**src/rtl/shift_sequencer_pkg.sv**
```systemverilog
// Shared sequencer/generator definitions: FSM state encoding and default window lengths.
// Pure declarations; no logic, no latency, no flow control.
package shift_sequencer_pkg;

  typedef enum logic [1:0] {
    IDLE = 2'd0,
    STAT = 2'd1,
    DYN  = 2'd2,
    GAP  = 2'd3
  } seq_state_t;

  localparam int SIZESRSTAT_DEF = 88;
  localparam int SIZESRDYN_DEF  = 16;
  localparam int CNTW_DEF       = 7;

  // A request for zero frames still runs one frame.
  function automatic logic [7:0] eff_repeat(input logic [7:0] r);
    return (r == 8'd0) ? 8'd1 : r;
  endfunction

endpackage

```
**src/rtl/shift_sequencer_window_counter.sv**
```systemverilog
// Loadable down-counter with terminal-count flag; times every window and gap of the sequencer.
// Load/decrement take effect at the next edge; tc is combinational from the count; no backpressure.
module window_counter #(
  parameter int W = 7
) (
  input  logic         CLK,
  input  logic         RST_N,
  input  logic         load,
  input  logic [W-1:0] load_val,
  input  logic         dec,
  output logic         tc
);

  logic [W-1:0] cnt;

  always_ff @(posedge CLK or negedge RST_N) begin
    if (!RST_N) begin
      cnt <= '0;
    end else if (load) begin
      cnt <= load_val;
    end else if (dec && (cnt != '0)) begin
      cnt <= cnt - W'(1);
    end
  end

  assign tc = (cnt == '0);

endmodule

```
**src/rtl/shift_sequencer.sv**
```systemverilog
// Frames of SIZESRSTAT static + SIZESRDYN dynamic shift cycles, GAP_LEN idle cycles between frames.
// Outputs registered, valid the cycle after the deciding edge; START ignored while busy, ABORT always wins.
module shift_sequencer
  import shift_sequencer_pkg::*;
#(
  parameter int SIZESRSTAT = SIZESRSTAT_DEF,
  parameter int SIZESRDYN  = SIZESRDYN_DEF,
  parameter int CNTW       = CNTW_DEF
) (
  input  logic       CLK,
  input  logic       RST_N,
  input  logic       START,
  input  logic       ABORT,
  input  logic [7:0] REPEAT,
  input  logic [3:0] GAP_LEN,
  output logic       SELSTAT,
  output logic       SELDYN,
  output logic       BUSY,
  output logic       DONE,
  output logic       ABORTED,
  output logic [7:0] FRAME_CNT
);

  localparam logic [CNTW-1:0] STAT_LD = CNTW'(SIZESRSTAT - 1);
  localparam logic [CNTW-1:0] DYN_LD  = CNTW'(SIZESRDYN - 1);

  seq_state_t      state, state_nxt;
  logic [7:0]      rep_q;
  logic [3:0]      gap_q;
  logic            cnt_load, cnt_dec, cnt_tc;
  logic [CNTW-1:0] cnt_val;
  logic            latch, fc_clr, fc_inc, done_nxt, abort_nxt;
  logic            last_frame;

  assign last_frame = (FRAME_CNT == (rep_q - 8'd1));

  window_counter #(.W(CNTW)) u_win (
    .CLK      (CLK),
    .RST_N    (RST_N),
    .load     (cnt_load),
    .load_val (cnt_val),
    .dec      (cnt_dec),
    .tc       (cnt_tc)
  );

  always_ff @(posedge CLK or negedge RST_N) begin
    if (!RST_N) begin
      state <= IDLE;
    end else begin
      state <= state_nxt;
    end
  end

  always_comb begin
    state_nxt = state;
    cnt_load  = 1'b0;
    cnt_val   = '0;
    cnt_dec   = 1'b0;
    latch     = 1'b0;
    fc_clr    = 1'b0;
    fc_inc    = 1'b0;
    done_nxt  = 1'b0;
    abort_nxt = 1'b0;
    case (state)
      IDLE: begin
        if (START) begin
          state_nxt = STAT;
          cnt_load  = 1'b1;
          cnt_val   = STAT_LD;
          latch     = 1'b1;
          fc_clr    = 1'b1;
        end
      end
      STAT: begin
        if (cnt_tc) begin
          state_nxt = DYN;
          cnt_load  = 1'b1;
          cnt_val   = DYN_LD;
        end else begin
          cnt_dec = 1'b1;
        end
      end
      DYN: begin
        if (cnt_tc) begin
          fc_inc = 1'b1;
          if (last_frame) begin
            state_nxt = IDLE;
            done_nxt  = 1'b1;
          end else if (gap_q == 4'd0) begin
            state_nxt = STAT;
            cnt_load  = 1'b1;
            cnt_val   = STAT_LD;
          end else begin
            state_nxt = GAP;
            cnt_load  = 1'b1;
            cnt_val   = CNTW'(gap_q - 4'd1);
          end
        end else begin
          cnt_dec = 1'b1;
        end
      end
      GAP: begin
        if (cnt_tc) begin
          state_nxt = STAT;
          cnt_load  = 1'b1;
          cnt_val   = STAT_LD;
        end else begin
          cnt_dec = 1'b1;
        end
      end
      default: state_nxt = IDLE;
    endcase
    // Abort overrides whatever the running state decided, including a frame completion.
    if (ABORT && (state != IDLE)) begin
      state_nxt = IDLE;
      cnt_load  = 1'b0;
      cnt_dec   = 1'b0;
      fc_inc    = 1'b0;
      done_nxt  = 1'b0;
      abort_nxt = 1'b1;
    end
  end

  always_ff @(posedge CLK or negedge RST_N) begin
    if (!RST_N) begin
      rep_q <= 8'd1;
      gap_q <= 4'd0;
    end else if (latch) begin
      rep_q <= eff_repeat(REPEAT);
      gap_q <= GAP_LEN;
    end
  end

  always_ff @(posedge CLK or negedge RST_N) begin
    if (!RST_N) begin
      SELSTAT   <= 1'b0;
      SELDYN    <= 1'b0;
      BUSY      <= 1'b0;
      DONE      <= 1'b0;
      ABORTED   <= 1'b0;
      FRAME_CNT <= 8'd0;
    end else begin
      SELSTAT <= (state_nxt == STAT);
      SELDYN  <= (state_nxt == DYN);
      BUSY    <= (state_nxt != IDLE);
      DONE    <= done_nxt;
      ABORTED <= abort_nxt;
      if (fc_clr) begin
        FRAME_CNT <= 8'd0;
      end else if (fc_inc) begin
        FRAME_CNT <= FRAME_CNT + 8'd1;
      end
    end
  end

endmodule

```
**config.mk**
```make
export PLATFORM = sky130hd
export DESIGN_NAME = shift_sequencer
export DESIGN_NICKNAME = d
export VERILOG_FILES = /design/src/rtl/shift_sequencer_pkg.sv /design/src/rtl/shift_sequencer_window_counter.sv /design/src/rtl/shift_sequencer.sv
export SDC_FILE = /design/constraint.sdc
export NUM_CORES = 1
export LEC_CHECK = 0
export CORE_MARGIN = 8
export CORE_UTILIZATION = 50
export DETAILED_ROUTE_END_ITERATION = 10
export GPL_ROUTABILITY_DRIVEN = 0
export MAX_ROUTING_LAYER = met4
export PLACE_DENSITY = 0.74
export SETUP_SLACK_MARGIN = 0.05
export SKIP_LAST_GASP = 1
export SYNTH_ARGS = -nofsm -noshare
export SYNTH_HDL_FRONTEND = slang
export SYNTH_SLANG_ARGS = --single-unit
```
**constraint.sdc**
```tcl
create_clock -name CLK -period 3.48 [get_ports CLK]
set_input_delay 0.696 -clock CLK [delete_from_list [all_inputs] [get_ports CLK]]
set_output_delay 0.696 -clock CLK [all_outputs]
set_load 0.02 [all_outputs]
```
After elaboration in Yosys (flattened, before gate mapping)
Cells that the tools add are included.
{"block": "word_totals", "output_inout_bits": 13, "inputBits": 16, "reg_bits": 34}
{"block": "op_classes", "eq_ne": 6, "mux": 37, "addsub": 4, "n_reduce_logical": 13}
{"cell": "7-bit 2-to-1 mux", "n": 7}
{"cell": "7-bit one-hot mux with 4 select lines", "n": 1}
{"cell": "8-bit 2-to-1 mux", "n": 3}
{"cell": "1-bit 2-to-1 mux", "n": 16}
{"cell": "2-bit 2-to-1 mux", "n": 7}
{"cell": "8-bit by 1-bit adder with 8-bit output, second input constant", "n": 1}
{"cell": "8-bit equality test", "n": 1}
{"cell": "8-bit zero test", "n": 1}
{"cell": "2-bit one-hot mux with 4 select lines", "n": 1}
{"cell": "2-bit nonzero test", "n": 4}
{"cell": "8-bit by 1-bit subtractor with 8-bit output, second input constant", "n": 1}
{"cell": "7-bit zero test", "n": 1}
{"cell": "7-bit nonzero test", "n": 1}
{"cell": "7-bit by 1-bit subtractor with 7-bit output, second input constant", "n": 1}
{"cell": "2-bit equality test, second input constant", "n": 3}
{"cell": "4-bit by 1-bit subtractor with 5-bit output, second input constant", "n": 1}
{"cell": "2-bit by 1-bit equality test with 1-bit output, second input constant", "n": 2}
{"cell": "4-bit zero test", "n": 1}
{"cell": "4-bit 2-to-1 mux", "n": 1}
{"cell": "1-bit one-hot mux with 3 select lines", "n": 1}
{"cell": "3-bit OR reduction", "n": 1}
{"cell": "1-bit logical AND", "n": 2}
{"cell": "2-bit zero test", "n": 1}
{"cell": "2-bit OR reduction", "n": 1}

Depth between registers and ports, before layout
Gate-level depths: netlist of run 1.
{"block": "logic_depth", "ltp_word": 7, "ltp_mapped": 10}

Cells and area by module
A second synthesis of run 1 with hierarchy kept.
{"block": "unflattened", "cells_unflattened": 231, "hier_area_um2": 2042.0}
{"module": "shift_sequencer", "n_inst": 1, "cells_per_inst": 179, "seq_area_each_um2": 676.9, "area_per_inst_um2": 1580.3}
{"module": "window_counter", "n_inst": 1, "cells_per_inst": 52, "seq_area_each_um2": 175.2, "area_per_inst_um2": 461.7}

Worst setup path after synthesis of run 1
OpenSTA, ideal clock, no wires.
{"block": "synth_timing", "path_type": "reg-to-reg", "start": "register rep_q[0]", "end": "register u_win.cnt[3]", "stages_incl_launch_ff": 11, "required_time_ns": 3.359, "synth_period_minus_slack_ns": 2.679, "path_slack_ns": 0.801, "t_arrival_ns": 2.559, "cell_sequence": "dfstp_2 -> inv_1 -> ha_1 -> xor2_1 -> o211ai_1 -> a211o_1 -> a211oi_4 -> o221ai_2 -> or2_1 -> buf_6 -> a22o_1"}
{"block": "synth_via", "elab_chain_cells": 7, "word_cells_on_any_way": 11}
{"element": "start, declared", "line": "shift_sequencer.sv:28", "source": "logic [7:0] rep_q;"}
{"element": "start signal, assigned", "line": "shift_sequencer.sv:129", "source": "rep_q <= eff_repeat(REPEAT);"}
{"element": "8-bit by 1-bit subtractor with 8-bit output *", "line": "shift_sequencer.sv:35", "source": "assign last_frame = (FRAME_CNT == (rep_q - 8'd1));"}
{"element": "8-bit equality test *", "line": "shift_sequencer.sv:35"}
{"element": "1-bit 2-to-1 mux", "line": "shift_sequencer.sv:86", "source": "if (last_frame) begin"}
{"element": "1-bit 2-to-1 mux", "line": "shift_sequencer.sv:84", "source": "if (cnt_tc) begin"}
{"element": "1-bit one-hot mux with 3 select lines", "line": "shift_sequencer.sv:64", "source": "case (state)"}
{"element": "1-bit 2-to-1 mux", "line": "shift_sequencer.sv:114", "source": "if (ABORT && (state != IDLE)) begin"}
{"element": "7-bit 2-to-1 mux / 2-bit nonzero test (equally long branches)"}
{"element": "end signal, assigned", "line": "shift_sequencer_window_counter.sv:20", "source": "cnt <= load_val;"}
{"element": "end signal, assigned", "line": "shift_sequencer_window_counter.sv:22", "source": "cnt <= cnt - W'(1);"}
{"element": "end, declared", "line": "shift_sequencer_window_counter.sv:14", "source": "logic [W-1:0] cnt;"}
Mark *: on every way between the ends. The rest lies on a longest branch, timed or not.
A chain may end at the register's enable or synchronous reset.

Final worst setup path of run 1
Ends and elaborated chain as after synthesis.

==> flow_summary.ini, run 1 <==
[setup_path]
crit_type = reg -> reg
crit_fanout = 9
r2r-start = rep_q[0]
cp.required_ps = 3660
cp.arrival_ps = 3170
worstSetupStartpoint = rep_q[0]
worstSetupEndpointType = flip-flop
cp-start-kind = flip-flop

[cts]
cts_resized = 0
cts.sinks = 34
cts_setup_buffers = 0
cts_buffers = 5
cts_max_path_buffers = 2
cts_tree = yes
cts_root_buf = clkbuf_8
clock_latency_ps = 290
h-tree-depth = 2
clk_pin_slew_worst_paths_ps = 80
holdBufCountCts = 0

[synth]
syn_area_sq_um = 2026
muxShareOfSynthArea = 0.04880
synth_simple_gate_area_share = 0.2236
synth_edf_count = 0
synth_top_area_frac = 0.4077
syn_inst = 218
synth-xor-area-share = 0.06053
synth_area_leaders = dfrtp_1 41%, xor2_1 4.3%, nand2_1 4.1%
synth.yosys.seq_area_share = 0.4206
synth_area_per_cell_sq_um = 9.292
synth_top_cell_by_area = dfrtp_1
synth_cell_types = 55
synth_top_family_by_area = simple AND/OR/NAND/NOR gates
synth_warnings = 0
ys_seq_elements = 34
synth_nets = 239
synth_compound_area_frac = 0.1760
synth_async_sr_flop_share = 1.000
synthAdderAreaFrac = 0.03088
synth_ff_type = dfrtp_1

[grt]
grt_pass1_wl_um = 7707
grt_pass1_vias = 1631
antenna_found_initial = 0
grt_start_max_net_pins = 35
grtUsageTotal = 0.1577
grt_overflow = 0

[sta]
worst_slack_ps = 489.8
hold_ws_ps = 540.6
max_freq_ghz = 0.3344
rsz0062_at_grt = false
final-max-slew-violation-count = 0
finClkSkew_ps = 6.541
max_slew_margin = 0.5888
tightestPinTransition_ps = 613.1
setup_violations = 0
tns_ps = 0
finalHoldViolCount = 0
layout_min_cycle_time_ps = 2990
min_period_over_period = 0.8592

[hold_path]
hp-start = rep_q[7]
min_path_type = reg -> reg

[pwr]
p_switching_mw = 0.4060
finalPower_mw = 1.318
swShare = 0.3082
p_per_area_nw_per_um2 = 526.0
power.share.combinational = 0.261
power_frac_seq = 0.402
p_leak_nw = 1.057
peakVddDrop_mv = 0.2409
p_clk_frac = 0.336
p_int_mw = 0.9115

[route]
routed_wl_um = 4588
drc = 0
via_per_inst = 5.603
ant_nets = 0
drtIter0Drc = 102
wl_per_cell_um = 15.19
firstDrtPassIters = 4
vias = 1692

[die]
die_h_um = 79.65
dieArea_sq_um = 6344
placementRows = 23
io_pins = 29
start_util = 0.5138
core_area_sq_um = 3943
dieWidth_um = 79.65

[finish]
fin_nets = 272
n_antenna_cell = 0
syn_to_final_growth_pct = 23.66
mostFrequentLayoutCells = 33 x dfrtp_1, 28 x clkdlybuf4s50_1, 22 x nor2_1, 22 x nand2_1, 13 x inv_1
layout.cells.most_common = dfrtp_1
fillerInstances = 326
ff_latch_area_sq_um = 852.1
multi_input_area_sq_um = 1094
drive_gt1_frac = 0.1190

[flow_run]
maxCapViolCount = 0

[status]
status = finished, final reports clean

[placed_design]
dpl_worst_slack_ps = 483.9
hpwl_um = 3406
io_buffer_count = 28
[cell families after synthesis]
| logic type | after synthesis |
|---|---|
| mux | 9 |
| flops | 34 |
| compound gates | 49 |
| fa+ha+maj | 5 |
| simple gates | 88 |
| xor+xnor | 14 |
| buf+inv | 19 |
[cells in the mapped netlist (all sizes together) (2+ instances only)]
cell type / number
dfrtp: 33
a31oi: 2
nand2b: 3
and2: 3
buf: 2
a21oi: 8
clkbuf: 4
o2bb2ai: 3
o21ai: 12
mux2i: 2
mux2: 7
nand4: 4
xor2: 10
nor3: 8
a22oi: 3
or4: 2
o22ai: 6
or2: 3
ha: 5
nor2: 23
and3: 2
or3: 3
inv: 13
nand3b: 2
a22o: 2
nor2b: 4
nand2: 22
nand3: 3
a211oi: 2
o211ai: 2
xnor2: 4
or3b: 2
[critical path: stages, from the launching register on]
cell and delay (ps):
dfstp_2 580, inv_1 70, ha_1 320, xor2_1 170
o211ai_1 110, a211o_1 310, a211oi_4 410, o221ai_2 280
or2_1 390, a22o_1 240
[area by class of cell]
type	instances	area share
Timing Repair Buffer	32	0.1239
Clock inverter	3	0.02747
Inverter	13	0.01948
Tap cell	50	0.02498
Sequential cell	34	0.3402
Multi-Input combinational cell	165	0.4366
Clock buffer	5	0.02747
[stage by stage]
step	util	cells	area [sq um]
floorplan	-	218	2026
global placement	0.6004	294	2367
detailed placement	0.6004	294	2367
CTS	0.6354	302	2505
global route	0.6354	302	2505
finish	0.6354	302	2505
[final timing paths]
path                                 to  slack [ps]  cells after the start
min in group asynchronous      gap_q[2]         820                      2
hold reg to reg                rep_q[7]         540                      1
max in group asynchronous      rep_q[0]        2330                      2
hold / removal                 rep_q[7]         540                      1
setup / recovery           u_win.cnt[3]         490                      9
setup reg to reg           u_win.cnt[3]         490                      9
[power by group through the flow]
stage | logic [mW] | registers [mW] | clock network (mW)
6_report | 0.345 | 0.530 | 0.443
2_1_floorplan | 0.253 | 0.524 | 0
3_3_place_gp | 0.335 | 0.534 | 0
4_1_cts | 0.346 | 0.529 | 0.453
5_1_grt | 0.387 | 0.539 | 0.469
3_5_place_dp | 0.346 | 0.536 | 0
[routing by layer]
| metal | up-vias | GRT usage | routed length (um) | share of wire |
|---|---|---|---|---|
| met5 | - | - | 0 | 0 |
| met4 | 0 | 0.06111 | 27 | 0.0059 |
| met3 | 2 | 0.03266 | 198 | 0.043 |
| met2 | 30 | 0.2453 | 2223 | 0.48 |
| met1 | 820 | 0.1955 | 2138 | 0.47 |
| li1 | 840 | - | - | - |
[registers in the layout (all words and copies together) (netlist names)]
name,cells
ABORTED,1
BUSY,1
DONE,1
FRAME_CNT,8
SELDYN,1
SELSTAT,1
gap_q,4
rep_q,8
state,2
u_win.cnt,7
No activity file was read; power rests on OpenSTA's default activity.
==> run 2: changes to the inputs <==
ABC_AREA = 1   (was not set)
==> flow_summary.ini, run 2 <==
[sta]
worst_slack_ps = 1128
finClkSkew_ps = 3.185
tns_ps = 0
min_period_over_period = 0.6758
tightestPinTransition_ps = 442.5
max_freq_ghz = 0.4252
finalHoldViolCount = 0
final-max-slew-violation-count = 0
layout_min_cycle_time_ps = 2352
rsz0062_at_grt = false
max_slew_margin = 0.7050
setup_violations = 0

[flow_run]
maxCapViolCount = 0

[synth]
ys_seq_elements = 34
synth_area_leaders = dfrtp_1 38%, nand2_1 11%, inv_1 7.2%
syn_area_sq_um = 2181
synth_common_cells = 66 x nand2_1, 42 x inv_1, 33 x dfrtp_1
yosysMostFrequentCell = nand2_1
syn_inst = 285
synth_area_per_cell_sq_um = 7.652
synth_async_sr_flop_share = 1.000
synth_ff_type = dfrtp_1
synth_cell_types = 36
synth_warnings = 0
synth_top_cell_by_area = dfrtp_1
synth.yosys.seq_area_share = 0.3907
synth_top_area_frac = 0.3787
synth_edf_count = 0
synth_nets = 306

[finish]
fin_nets = 340
ff_latch_area_sq_um = 852.1
layout.cells.most_common = nand2_1
mostFrequentLayoutCells = 66 x nand2_1, 42 x inv_1, 33 x dfrtp_1
n_antenna_cell = 0
syn_to_final_growth_pct = 20.14
fin_cells = 372
fin_area_sq_um = 2620
fillerInstances = 395
drive_gt1_frac = 0.1281
largestRegisters = FRAME_CNT: 8 flops, rep_q: 8 flops, u_win.cnt: 7 flops
multi_input_area_sq_um = 1122

[die]
start_util = 0.5114
io_pins = 29
die_h_um = 82.05
dieArea_sq_um = 6731
core_area_sq_um = 4264
placementRows = 24
dieWidth_um = 82.05

[cts]
clk_pin_slew_worst_paths_ps = 70
cts_max_path_buffers = 2
cts.sinks = 34
cts_buffers = 5
cts_setup_buffers = 0
cts_root_buf = clkbuf_8
h-tree-depth = 2
cts_resized = 0
holdBufCountCts = 0
clock_latency_ps = 280
cts_tree = yes

[status]
status = finished, final reports clean

[route]
ant_nets = 0
vias = 1851
drc = 0
via_per_inst = 4.976
wl_met2_um = 2337
firstDrtPassIters = 4
topRoutingLayerUsed = met4
routed_wl_um = 4619
wl_per_cell_um = 12.42
drtIter0Drc = 109
m1WireLength_um = 2008
routed-wl-met3_um = 185

[grt]
grtUsageTotal = 0.1596
grt_pass1_vias = 1846
antenna_found_initial = 0
grt_pass1_wl_um = 8073
grt_overflow = 0
grt_start_max_net_pins = 35

[pwr]
p_leak_nw = 1.299
peakVddDrop_mv = 0.5390
p_per_area_nw_per_um2 = 744.2
finalPower_mw = 1.950

[placed_design]
dpl_worst_slack_ps = 845.0
io_buffer_count = 28
placed_cells = 364
hpwl_um = 3632
postPlaceCellArea_sq_um = 2529

[setup_path]
r2r_setup_slack_ps = 1380
crit_fanout = 20
cp.arrival_ps = 2530
cp-endpoint = u_win.cnt[5]
cp.required_ps = 3660
reg2reg_to = u_win.cnt[5]
worstSetupEndpointType = flip-flop
worstSetupStartpoint = START
crit_type = in -> reg
r2r-start = rep_q[0]
cp-start-kind = input pin
reg2reg_depth = 16

[hold_path]
min_path_type = reg -> reg
==> run 2: cell count changes after synthesis, sizes merged, moves of 4 or more <==
cell and delta:
nor2b -4, o21ai +17, nand3 +16, nand2 +54, xor2 -5, mux2 -7, a21oi +4, o22ai -6
inv +36, nor2 +5
==> run 2: kinds of logic after synthesis <==
| logic type | count (synthesis) | share of synthesized area |
|---|---|---|
| compound gates | 46 | 0.1125 |
| xor+xnor | 10 | 0.04016 |
| fa+ha+maj | 5 | 0.02869 |
| buf+inv | 53 | 0.09466 |
| flops | 34 | 0.3907 |
| simple gates | 137 | 0.3333 |
==> run 2: critical path, stage by stage <==
cell and delay [ps]:
clkdlybuf4s50_1 420, nand2_1 70, buf_4 220, inv_1 230
a21oi_1 430, nand2_4 120, nand2_8 110, nand2_4 70
o21ai_1 110, inv_1 40
==> run 2: worst min-delay path by stage <==
| stage | cells after the start | end | slack [ps] | startpoint |
|---|---|---|---|---|
| final | 2 | rep_q[7] | 500 | rep_q[7] |
| after detailed placement | 2 | u_win.cnt[1] | 490 | u_win.cnt[1] |
| after CTS | 2 | rep_q[7] | 510 | rep_q[7] |
| after global placement | 2 | rep_q[7] | 490 | rep_q[7] |
| after global routing | 2 | rep_q[7] | 550 | rep_q[7] |
| after floorplan | 0 | ABORTED | 400 | RST_N |
==> run 2: area by class of cell <==
cell class,instances,share of cell area
Timing Repair Buffer,30,0.1127
Clock buffer,7,0.03295
Inverter,50,0.07402
Sequential cell,34,0.3252
Multi-Input combinational cell,198,0.4284
Clock inverter,1,0.001910
Tap cell,52,0.02483
==> run 2: power by group <==
part / internal, mW / total, mW / leakage, nW / switching [mW]
combinational: 0.380 / 0.994 / 0.819 / 0.614
sequential: 0.540 / 0.662 / 0.431 / 0.123
clock: 0.159 / 0.294 / 0.0482 / 0.135
total: 1.08 / 1.95 / 1.30 / 0.871
==> run 2: layer usage <==
layer | up-vias | GRT usage
li1 | 971 | -
met1 | 839 | 0.1723
met2 | 33 | 0.2755
met3 | 8 | 0.03829
met4 | 0 | 0.06316
met5 | - | -
==> run 2: metrics by stage <==
stage | utilization | hold slack [ps]
after floorplan | - | 400.4
after global placement | 0.5930 | 491.8
after detailed placement | 0.5930 | 487.1
after CTS | 0.6144 | 509.2
after global routing | 0.6144 | 545.1
final | 0.6144 | 502.9
==> run 3: changes to the inputs <==
clock period = 2.5 ns   (was 3.48 ns; I/O delays follow)
==> flow_summary.ini, run 3 (synthesized netlist as in run 2, its figures left out) <==
[status]
status = finished, final reports clean

[route]
routed_wl_um = 4608
wl_per_cell_um = 12.35
firstDrtPassIters = 4
via_per_inst = 4.976
drc = 0
drtIter0Drc = 71
ant_nets = 0
vias = 1856

[finish]
drive_gt1_frac = 0.1340
n_antenna_cell = 0
syn_to_final_growth_pct = 20.65
ff_latch_area_sq_um = 852.1
mostFrequentLayoutCells = 66 x nand2_1, 42 x inv_1, 33 x dfrtp_1
fin_nets = 341
layout.cells.most_common = nand2_1
multi_input_area_sq_um = 1122
largestRegisters = FRAME_CNT: 8 flops, rep_q: 8 flops, u_win.cnt: 7 flops
fillerInstances = 381

[hold_path]
hp-start = rep_q[7]
holdPathEnd = rep_q[7]
min_path_type = reg -> reg
whs_path_depth = 2

[sta]
final-max-slew-violation-count = 0
max_freq_ghz = 0.4736
finalHoldViolCount = 0
tightestPinTransition_ps = 462.8
finClkSkew_ps = 4.812
layout_min_cycle_time_ps = 2111
rsz0062_at_grt = false
max_slew_margin = 0.6914
min_period_over_period = 0.8446
tns_ps = 0
setup_violations = 0

[setup_path]
cp.required_ps = 2680
crit_fanout = 10
reg2reg_depth = 12
cp_slowest_cell = dfstp_2
crit_type = reg -> reg
cp-start-kind = flip-flop
reg2reg_to = u_win.cnt[5]
r2r-start = rep_q[0]
max_stage_delay_ps = 570
r2r_setup_slack_ps = 390
worstSetupEndpointType = flip-flop
path_common_cell = nand2_4
cp.arrival_ps = 2290
cp_cell_sequence = inv_2 > ha_1 > xor2_1 > o21ai_0 > nor2_4 > nand2_4 > nand2_4 > nand2_4 > nand2_8 > nand2_4 > o21ai_1 > inv_1

[grt]
grt.busiest_layer = met2
grt_pass1_vias = 1867
use_met3 = 0.03939
met1_usage = 0.1737
grt_start_max_net_pins = 35
grt_util_met2 = 0.2810
grt_overflow = 0
grtUsageTotal = 0.1613
antenna_found_initial = 0
grt_pass1_wl_um = 8148

[cts]
holdBufCountCts = 0
cts_tree = yes
clock_latency_ps = 290
cts_max_path_buffers = 2
cts_resized = 0
cts_setup_buffers = 0
cts_buffers = 5
h-tree-depth = 2
cts_root_buf = clkbuf_8
cts.sinks = 34
clk_pin_slew_worst_paths_ps = 70

[die]
start_util = 0.5114
placementRows = 24
dieWidth_um = 82.05
io_pins = 29
core_area_sq_um = 4264
dieArea_sq_um = 6731
die_h_um = 82.05

[pwr]
finalPower_mw = 2.738
power_frac_seq = 0.335
power.share.combinational = 0.511
p_per_area_nw_per_um2 = 1040
p_switching_mw = 1.229
p_clk_frac = 0.155
peakVddDrop_mv = 0.4982
p_leak_nw = 1.303
swShare = 0.4490
p_int_mw = 1.509

[flow_run]
maxCapViolCount = 0

[placed_design]
io_buffer_count = 28
hpwl_um = 3668
-- run 3: changes by cell type in the layout (fill, tap and decap cells not counted), sizes merged --
cell      before  now
buf            2    3
clkbuf         7    6
clkinvlp       0    1
-- run 3: routing by layer --
layer	vias up	wire length [um]	part of all wire
met4	0	69	0.015
met5	-	0	0
met1	856	2017	0.44
li1	973	-	-
met2	20	2360	0.51
met3	7	160	0.035
-- run 3: how the worst max path moves through the flow --
| stage | start | to |
|---|---|---|
| CTS | rep_q[0] | u_win.cnt[5] |
| detailed placement | rep_q[0] | u_win.cnt[5] |
| finish | rep_q[0] | u_win.cnt[5] |
| floorplan | rep_q[0] | u_win.cnt[5] |
| global placement | ABORT | u_win.cnt[5] |
| global route | rep_q[0] | u_win.cnt[1] |
-- run 3: worst max-delay path, delay by kind of cell, from the launching register on --
kind / cells / cell delay, ps
and+or+nand+nor: 6 / 580
DFF: 1 / 570
adders and majority gates: 1 / 300
AOI/OAI and AO/OA: 2 / 280
xor gates and xnor gates: 1 / 140
buffers and inverters: 2 / 120
-- run 3: power by group through the flow --
stage               combinational, mW  clock [mW]  sequential [mW]
floorplan                        1.07           0            0.922
global placement                 1.38           0            0.920
detailed placement               1.41           0            0.923
CTS                              1.41       0.443            0.915
global route                     1.60       0.461            0.942
finish                           1.40       0.423            0.916
-- run 3: final cells by class --
class | count | area share
multi-input combinational | 198 | 0.4265
sequential | 34 | 0.3238
timing repair buffer | 31 | 0.1151
inverter | 50 | 0.07370
clock buffer | 6 | 0.03138
tap | 52 | 0.02473
clock inverter | 2 | 0.004755
-- run 3: stage by stage --
| stage | setup slack, ps | utilization | cell area (sq um) | hold slack, ps | instances |
|---|---|---|---|---|---|
| final | 388.5 | 0.6171 | 2631 | 508.2 | 373 |
| after global routing | 223.9 | 0.6171 | 2631 | 520.3 | 373 |
| after CTS | 382.4 | 0.6171 | 2631 | 509.6 | 373 |
| after detailed placement | 400.1 | 0.5948 | 2536 | 492.0 | 365 |
| after global placement | 413.8 | 0.5948 | 2536 | 487.9 | 365 |
| after floorplan | 538.7 | - | 2181 | 204.4 | 285 |
